## src/rtl/dff_bank_pkg.sv

```systemverilog
// Shared definitions for the D flip-flop register bank arbiter.
// Opcodes, arbiter FSM states and the round-robin pointer helper.
package dff_bank_pkg;

    localparam logic [1:0] OP_LOAD   = 2'b00;
    localparam logic [1:0] OP_SET    = 2'b01;
    localparam logic [1:0] OP_CLEAR  = 2'b10;
    localparam logic [1:0] OP_TOGGLE = 2'b11;

    typedef enum logic {
        ST_ARB    = 1'b0,
        ST_LOCKED = 1'b1
    } st_e;

    function automatic int rr_next(input int i, input int n);
        return (i + 1) % n;
    endfunction

endpackage

```

## src/rtl/dff_bank_reg.sv

```systemverilog
// WIDTH-bit flop bank applying one masked op per enabled cycle.
// Ports: clk, clr (sync high), en, op, mask, data -> q, qn.
module dff_bank_reg
    import dff_bank_pkg::*;
#(
    parameter int WIDTH = 8
) (
    input  logic             clk,
    input  logic             clr,
    input  logic             en,
    input  logic [1:0]       op,
    input  logic [WIDTH-1:0] mask,
    input  logic [WIDTH-1:0] data,
    output logic [WIDTH-1:0] q,
    output logic [WIDTH-1:0] qn
);

    logic [WIDTH-1:0] nxt;

    always_comb begin
        nxt = q;
        unique case (op)
            OP_LOAD:   nxt = (q & ~mask) | (data & mask);
            OP_SET:    nxt = q | mask;
            OP_CLEAR:  nxt = q & ~mask;
            OP_TOGGLE: nxt = q ^ mask;
        endcase
    end

    // qn is its own flop so both rails leave the bank registered
    always_ff @(posedge clk) begin
        if (clr) begin
            q  <= '0;
            qn <= '1;
        end else if (en) begin
            q  <= nxt;
            qn <= ~nxt;
        end
    end

endmodule

```

## src/rtl/dff_bank_arbiter.sv

```systemverilog
// Round-robin arbiter with lock bursts sharing one dff_bank_reg.
// Ports: clk, clr, req_* per requester -> req_ready, grant_vld, grant_id, q, qn.
module dff_bank_arbiter
    import dff_bank_pkg::*;
#(
    parameter int WIDTH = 8,
    parameter int NREQ  = 4,
    parameter int IDW   = 2
) (
    input  logic                  clk,
    input  logic                  clr,
    input  logic [NREQ-1:0]       req_valid,
    input  logic [NREQ-1:0]       req_lock,
    input  logic [2*NREQ-1:0]     req_op,
    input  logic [WIDTH*NREQ-1:0] req_mask,
    input  logic [WIDTH*NREQ-1:0] req_data,
    output logic [NREQ-1:0]       req_ready,
    output logic                  grant_vld,
    output logic [IDW-1:0]        grant_id,
    output logic [WIDTH-1:0]      q,
    output logic [WIDTH-1:0]      qn
);

    st_e            state;
    logic [IDW-1:0] ptr;
    logic [IDW-1:0] owner;

    logic           arb_hit;
    logic [IDW-1:0] arb_id;
    logic [IDW-1:0] idx;

    // first valid requester scanning ptr, ptr+1, ... modulo NREQ
    always_comb begin
        arb_hit = 1'b0;
        arb_id  = '0;
        idx     = '0;
        for (int k = 0; k < NREQ; k++) begin
            idx = IDW'((int'(ptr) + k) % NREQ);
            if (!arb_hit && req_valid[idx]) begin
                arb_hit = 1'b1;
                arb_id  = idx;
            end
        end
    end

    always_comb begin
        grant_vld = 1'b0;
        grant_id  = '0;
        req_ready = '0;
        if (!clr) begin
            case (state)
                ST_ARB: begin
                    grant_vld = arb_hit;
                    grant_id  = arb_id;
                end
                ST_LOCKED: begin
                    grant_vld = req_valid[owner];
                    grant_id  = req_valid[owner] ? owner : '0;
                end
            endcase
            if (grant_vld)
                req_ready[grant_id] = 1'b1;
        end
    end

    always_ff @(posedge clk) begin
        if (clr) begin
            state <= ST_ARB;
            ptr   <= '0;
            owner <= '0;
        end else begin
            case (state)
                ST_ARB: begin
                    if (grant_vld) begin
                        ptr <= IDW'(rr_next(int'(grant_id), NREQ));
                        if (req_lock[grant_id]) begin
                            owner <= grant_id;
                            state <= ST_LOCKED;
                        end
                    end
                end
                ST_LOCKED: begin
                    // owner dropping valid ends the burst without a transfer
                    if (!grant_vld) begin
                        state <= ST_ARB;
                    end else begin
                        ptr <= IDW'(rr_next(int'(owner), NREQ));
                        if (!req_lock[owner])
                            state <= ST_ARB;
                    end
                end
            endcase
        end
    end

    dff_bank_reg #(
        .WIDTH(WIDTH)
    ) u_bank (
        .clk  (clk),
        .clr  (clr),
        .en   (grant_vld),
        .op   (req_op[int'(grant_id)*2 +: 2]),
        .mask (req_mask[int'(grant_id)*WIDTH +: WIDTH]),
        .data (req_data[int'(grant_id)*WIDTH +: WIDTH]),
        .q    (q),
        .qn   (qn)
    );

endmodule

```

## config.mk

```make
export PLATFORM = sky130hd
export DESIGN_NAME = dff_bank_arbiter
export DESIGN_NICKNAME = d
export VERILOG_FILES = /design/src/rtl/dff_bank_pkg.sv /design/src/rtl/dff_bank_reg.sv /design/src/rtl/dff_bank_arbiter.sv
export SDC_FILE = /design/constraint.sdc
export NUM_CORES = 1
export LEC_CHECK = 0
export ABC_CLOCK_PERIOD_IN_PS = 2800
export BUFFER_PORTS_ARGS = -buffer_cell sky130_fd_sc_hd__buf_4
export CELL_PAD_IN_SITES_DETAIL_PLACEMENT = 0
export CELL_PAD_IN_SITES_GLOBAL_PLACEMENT = 1
export CORE_ASPECT_RATIO = 0.6
export CORE_UTILIZATION = 35
export CTS_BUF_LIST = sky130_fd_sc_hd__clkbuf_4 sky130_fd_sc_hd__clkbuf_8
export DETAILED_ROUTE_END_ITERATION = 8
export HOLD_SLACK_MARGIN = 0.05
export PLACE_DENSITY_LB_ADDON = 0.1
export SYNTH_ARGS = -nofsm -noshare
export SYNTH_HDL_FRONTEND = slang
export SYNTH_SLANG_ARGS = --single-unit
```

## constraint.sdc

```tcl
create_clock -name clk -period 2.8 [get_ports clk]
set_input_delay 0 -clock clk [delete_from_list [all_inputs] [get_ports clk]]
set_output_delay 0 -clock clk [all_outputs]
set_load 0.03 [all_outputs]
```

# After elaboration in Yosys (flattened, before gate mapping)
# Index checks and enable logic that the tools add are counted.
# totals
regBits	21
in_bits	82
output_inout_bits	23
wordCells	86
# op_classes
add_sub_neg	5
n_lt_le_gt_ge	8
n_eq_ne	5
shifts	3
n_mux	42
bitwise	8
reduce_logical	10
# ops
op	count
$shiftx 32x6->8	2
$pmux 8 s4	1
$lt 2x3->1 const B	7
$mux 1	18
$mux 2	9
$and 8x8->8	2
$not 8->8	2
$or 8x8->8	2
$bmux 1 s2	7
$mux 4	2
$pmux 2 s2	2
$shiftx 8x4->2	1
$xor 8x8->8	1
$add 2x1->2 const B	3
$add 2x2->2 const B	2
$eq 2x2->1 const B	2
$logic_and 1x1->1	4
$ne 2x2->1 const B	2
$pmux 1 s2	2
$logic_not 1->1	3
$reduce_and 3->1	1
$demux 1 s2	1
$eq 2x1->1 const B	1
$ge 2x1->1 const B	1
3 further kinds	3

# Longest topological paths before layout
# depth
word_depth	21
ltp_mapped	12
mapped_depth_nobuf	10

# Modules after synthesis
# A second synthesis with hierarchy kept.
# unflattened
cells_unflattened	323
area_unflattened_um2	2636.3
# modules_own_cells
mod	instances	cells_each	area_each_um2	seq_area_each_um2
dff_bank_arbiter	1	187	1460.2	100.1
dff_bank_reg	1	136	1176.1	320.3

# Worst setup path before layout
# Ideal clock, no wire load.
# synth_timing
kind	register to register
startpoint	register owner[0]
endpoint	register u_bank.qn[2]
setup_ps	124
arrival_time_ps	2428
t_required_ps	2676
setup_slack_ps	248
path_stages_with_launch	13
n_path_buf	3
period_less_slack_ps	2552
path_cell_list	dfxtp_1 > buf_2 > mux4_2 > mux2_4 > nand2_8 > inv_6 > nand2_4 > buf_12 > buf_12 > nand2_2 > a31oi_1 > a211oi_1 > a2111o_1
# synth_between
elab_chain_len	12
word_cells_on_any_way	24
classes_between	3 x eq/ne; 3 x shift; 10 x mux; 7 x bitwise; 1 x reduce/logical
# synth_lines
item	line	source
from (decl)	dff_bank_arbiter.sv:26	logic [IDW-1:0] owner;
from (signal assigned)	dff_bank_arbiter.sv:77	owner <= grant_id;
$bmux 1 s2	dff_bank_arbiter.sv:57, dff_bank_arbiter.sv:58	
$mux 1 (not written as such)	dff_bank_arbiter.sv:57, dff_bank_arbiter.sv:58	
$mux 2	dff_bank_arbiter.sv:58	grant_id = req_valid[owner] ? owner : '0;
$pmux 2 s2	dff_bank_arbiter.sv:51	case (state)
$mux 2 (2 in a row)	dff_bank_arbiter.sv:50	if (!clr) begin
$shiftx 32x6->8	dff_bank_arbiter.sv:103	.mask (req_mask[int'(grant_id)*WIDTH +: WIDTH]),
$not 8->8	dff_bank_reg.sv:23, dff_bank_reg.sv:25	
$and 8x8->8	dff_bank_reg.sv:23, dff_bank_reg.sv:25	
$or 8x8->8	dff_bank_reg.sv:23	OP_LOAD: nxt = (q & ~mask) | (data & mask);
$pmux 8 s4	dff_bank_reg.sv:22	unique case (op)
$not 8->8	dff_bank_reg.sv:37	qn <= ~nxt;
to (signal assigned)	dff_bank_reg.sv:37	
to (decl)	dff_bank_reg.sv:15	output logic [WIDTH-1:0] qn
# Several ways; a longest one is shown, not always the timed one. The select of a mux whose other input is x is not followed.
# A chain may end at the register's enable or synchronous reset.

# Worst setup path after layout
# layout_timing
startpoint	register ptr[0]
endpoint	register u_bank.qn[4]
# layout_between
elab_chain_len	21
word_cells_on_any_way	46
classes_between	3 x add/sub; 3 x eq/ne; 3 x shift; 23 x mux; 7 x bitwise; 7 x reduce/logical
# layout_lines
item	line	source
from (decl)	dff_bank_arbiter.sv:25	logic [IDW-1:0] ptr;
from (signal assigned)	dff_bank_arbiter.sv:75	ptr <= IDW'(rr_next(int'(grant_id), NREQ));
from (signal assigned)	dff_bank_arbiter.sv:87	ptr <= IDW'(rr_next(int'(owner), NREQ));
branches (longest 21 deep; another with $add 2x1->2)	n/a	
# Parallel ways; which one is timed is not known. The select of a mux whose other input is x is not followed.

==> results.py <==
metrics = {
    "logic_synthesis": {
        "synth_seq_cells": 21,
        "synth.area.top_cells": "dfxtp_1, mux2i_1, a221oi_2, a211oi_1, a221oi_1",
        "synth_fp_nets": 329,
        "synth.top_cell.area_share_pct": 18.7,
        "post-synth-top-count-cell": "dfxtp_1",
        "synth_edf_count": 0,
        "synth_cells": 247,
        "synth_area_leader_cell": "dfxtp_1",
        "synth_cell_types": 61,
        "synthFlopType": "dfxtp_1",
        "async_flop_share_pct": 0,
        "synth_common_cells": "dfxtp_1, mux2i_1, nor3_1",
        "ys_seq_area_share_pct": 18.7,
        "synth_area_per_cell_um2": 9.08,
        "yosys_warnings": 0,
        "syn_area_um2": 2240,
    },
    "critical_path": {
        "slowest_delay_ns": 0.47,
        "start_kind": "register",
        "critPathKind": "reg2reg",
        "worstSetupStartpoint": "ptr[0]",
        "reg2reg_from": "ptr[0]",
        "crit_top_cell": "buf_4",
        "cp_data_required_time_ns": 2.96,
        "cp_max_fo": 10,
        "worstPathCellList": "buf_4 -> and2_1 -> or3_1 -> o211a_1 -> a211o_2 -> buf_4 -> nand3_1 -> a21boi_1 -> a2111o_1",
        "worstPathArrival_ns": 2.85,
        "r2r_setup_slack_ns": 0.11,
        "rr_endpoint": "u_bank.qn[4]",
        "end_kind": "register",
        "endpoint": "u_bank.qn[4]",
        "r2r_cells": 9,
        "crit_slowest_cell": "or3_1",
    },
    "power_and_ir_drop": {
        "power_leakage_nw": 1.37,
        "sw_frac_of_total_pct": 51.6,
        "peakVddDrop_uv": 354,
        "power.share.sequential_pct": 16.8,
        "finalPower_mw": 3.25,
        "p_clk_share_pct": 6.8,
        "p_int_mw": 1.57,
        "p_comb_share_pct": 76.5,
        "p_sw_mw": 1.68,
        "powerDensity_nw_per_um2": 1010,
    },
    "detailed_routing": {
        "wirelength_um": 8160,
        "drtIter0Drc": 133,
        "wire_per_inst_um": 18.6,
        "drc_errors": 0,
        "drt_first_pass_iters": 4,
        "vias": 2545,
        "viasPerCell": 5.80,
        "ant_nets": 0,
    },
    "global_routing": {
        "overflow": 0,
        "grt_max_degree": 31,
        "grt.total_usage_pct": 24.0,
        "grt_pass1_wl_um": 12500,
        "antenna_found_initial": 0,
        "grt_pass1_vias": 2284,
    },
    "finish": {
        "nets": 438,
        "areaGrowthSynthToFinish_pct": 43.9,
        "n_antenna_cell": 0,
        "multiInputGateArea_um2": 1670,
        "ff_latch_area_um2": 423,
        "fillCellCount": 603,
        "design_area_um2": 3230,
        "layout-drive-gt1-share_pct": 49.6,
    },
    "die": {
        "core_area_um2": 6140,
        "num_rows": 22,
        "start_util_pct": 36.5,
        "ios": 105,
        "dieArea_um2": 6740,
        "die_y_um": 64.0,
        "die_w_um": 105,
    },
    "run": {
        "drv_cap": 0,
    },
    "sta": {
        "max_freq_ghz": 0.372,
        "fin_worst_skew_ns": 0.00504,
        "setup_viol": 0,
        "slew_headroom_pct": 61.3,
        "worst_slack_ns": 0.114,
        "slew_viol_final": 0,
        "finalCritPeriodShare_pct": 95.9,
        "hold_viol_final": 0,
        "fin_crit_ns": 2.69,
        "rsz0062_at_grt": "false",
        "worst_pin_slew_ns": 0.578,
    },
    "clock_network": {
        "cts_tree": "built",
        "clockBufferDepth": 2,
        "root_buffer": "clkbuf_8",
        "htree_levels": 1,
        "numCtsBuffers": 3,
        "insertion_delay_ns": 0.27,
        "clkSlewWorstSetupHoldPaths_ns": 0.09,
        "cts_sinks": 21,
    },
    "worst_hold_path": {
        "min_path_type": "in2reg",
    },
    "placement": {
        "numPortBuffers": 104,
        "place_congestion": 0.854,
        "dp_slack_ns": -0.0666,
        "dp_hpwl_um": 6180,
        "post_dp_cell_area_um2": 3120,
    },
    "run_status": {
        "status": "completed",
    },
}
-- layout by cell type (no fill, tap or decap), types with 3 or more instances in the layout --
cell type	n
nor2b_1	7
nand2_2	5
clkbuf_8	3
a221oi_1	8
a21oi_1	3
a311oi_1	6
mux2i_1	14
mux2_2	3
nand3_1	10
nor3_1	13
a211oi_1	12
a21o_1	3
o211a_1	5
o211ai_1	4
buf_4	123
nand2_1	12
a21boi_1	5
o21ai_0	6
or2_2	4
a31oi_1	10
o22ai_1	5
a221oi_2	8
inv_1	3
and2_1	4
o21ai_1	4
a2111o_1	5
nor2_1	5
dfxtp_1	19
a311oi_2	3
nand2b_1	3
a21boi_0	5
-- cells by family after synthesis --
logic type	synth area share, %
compound gates	43.4
simple gates	18.7
buf+inv	8.25
xor+xnor	0.390
flops	18.7
mux	10.4
-- layout make-up --
| type | count | share of cell area (%) |
|---|---|---|
| Clock inverter | 1 | 0.232 |
| Sequential cell | 21 | 13.1 |
| Clock buffer | 3 | 1.28 |
| Inverter | 6 | 1.08 |
| Timing Repair Buffer | 124 | 29.2 |
| Multi-Input combinational cell | 200 | 51.8 |
| Tap cell | 84 | 3.25 |
-- stage by stage --
stage	cells	TNS [ns]	hold WS [ns]	util [%]
floorplan	247	0	0.231	-
global placement	432	0	0.364	50.9
detailed placement	432	-0.300	0.373	50.9
CTS	436	0	0.0836	51.7
global route	439	0	0.133	52.6
finish	439	0	0.0905	52.6
-- critical path, delay by kind of cell, from the launching register on --
kind | cells | cell delay, ns
AO/OA/AOI/OAI | 4 | 1.14
buffers and inverters | 2 | 0.34
flip-flops | 1 | 0.36
AND/OR/NAND/NOR | 3 | 0.73
-- sequential cells by signal (all words and copies together), names as in the netlist --
register and flops:
u_bank.q 8, u_bank.qn 8, owner 2, ptr 2
state 1
-- repair_timing --
action,4_1_cts,5_1_grt
resized for setup,1,8
pin swaps,0,4
hold buffers,0,0
buffers inserted,0,2
cloned,0,1
setup endpoints to repair,6,17
-- layer usage --
| metal | vias up | global-route usage, % | share of wire, % |
|---|---|---|---|
| li1 | 1225 | - | - |
| met1 | 1205 | 37.7 | 52 |
| met2 | 111 | 33.4 | 39 |
| met3 | 4 | 4.08 | 8.5 |
| met4 | 0 | 4.05 | 0.48 |
| met5 | - | 0 | 0 |
-- worst min path at each step --
stage,start,end,slack (ns),cells after the start
after floorplan,clr,u_bank.q[0],0.23,2
after global placement,clr,owner[0],0.36,2
after detailed placement,clr,owner[0],0.37,2
after CTS,clr,owner[0],0.08,2
after global routing,clr,ptr[1],0.13,2
final,clr,owner[0],0.09,2
-- power by group through the flow --
stage          combinational, mW  sequential [mW]  clock (mW)
2_1_floorplan               1.58            0.643           0
3_3_place_gp                2.36            0.549           0
3_5_place_dp                2.37            0.546           0
4_1_cts                     2.39            0.540       0.224
5_1_grt                     2.66            0.561       0.242
6_report                    2.48            0.544       0.220
No activity file was read; power rests on OpenSTA's default activity.
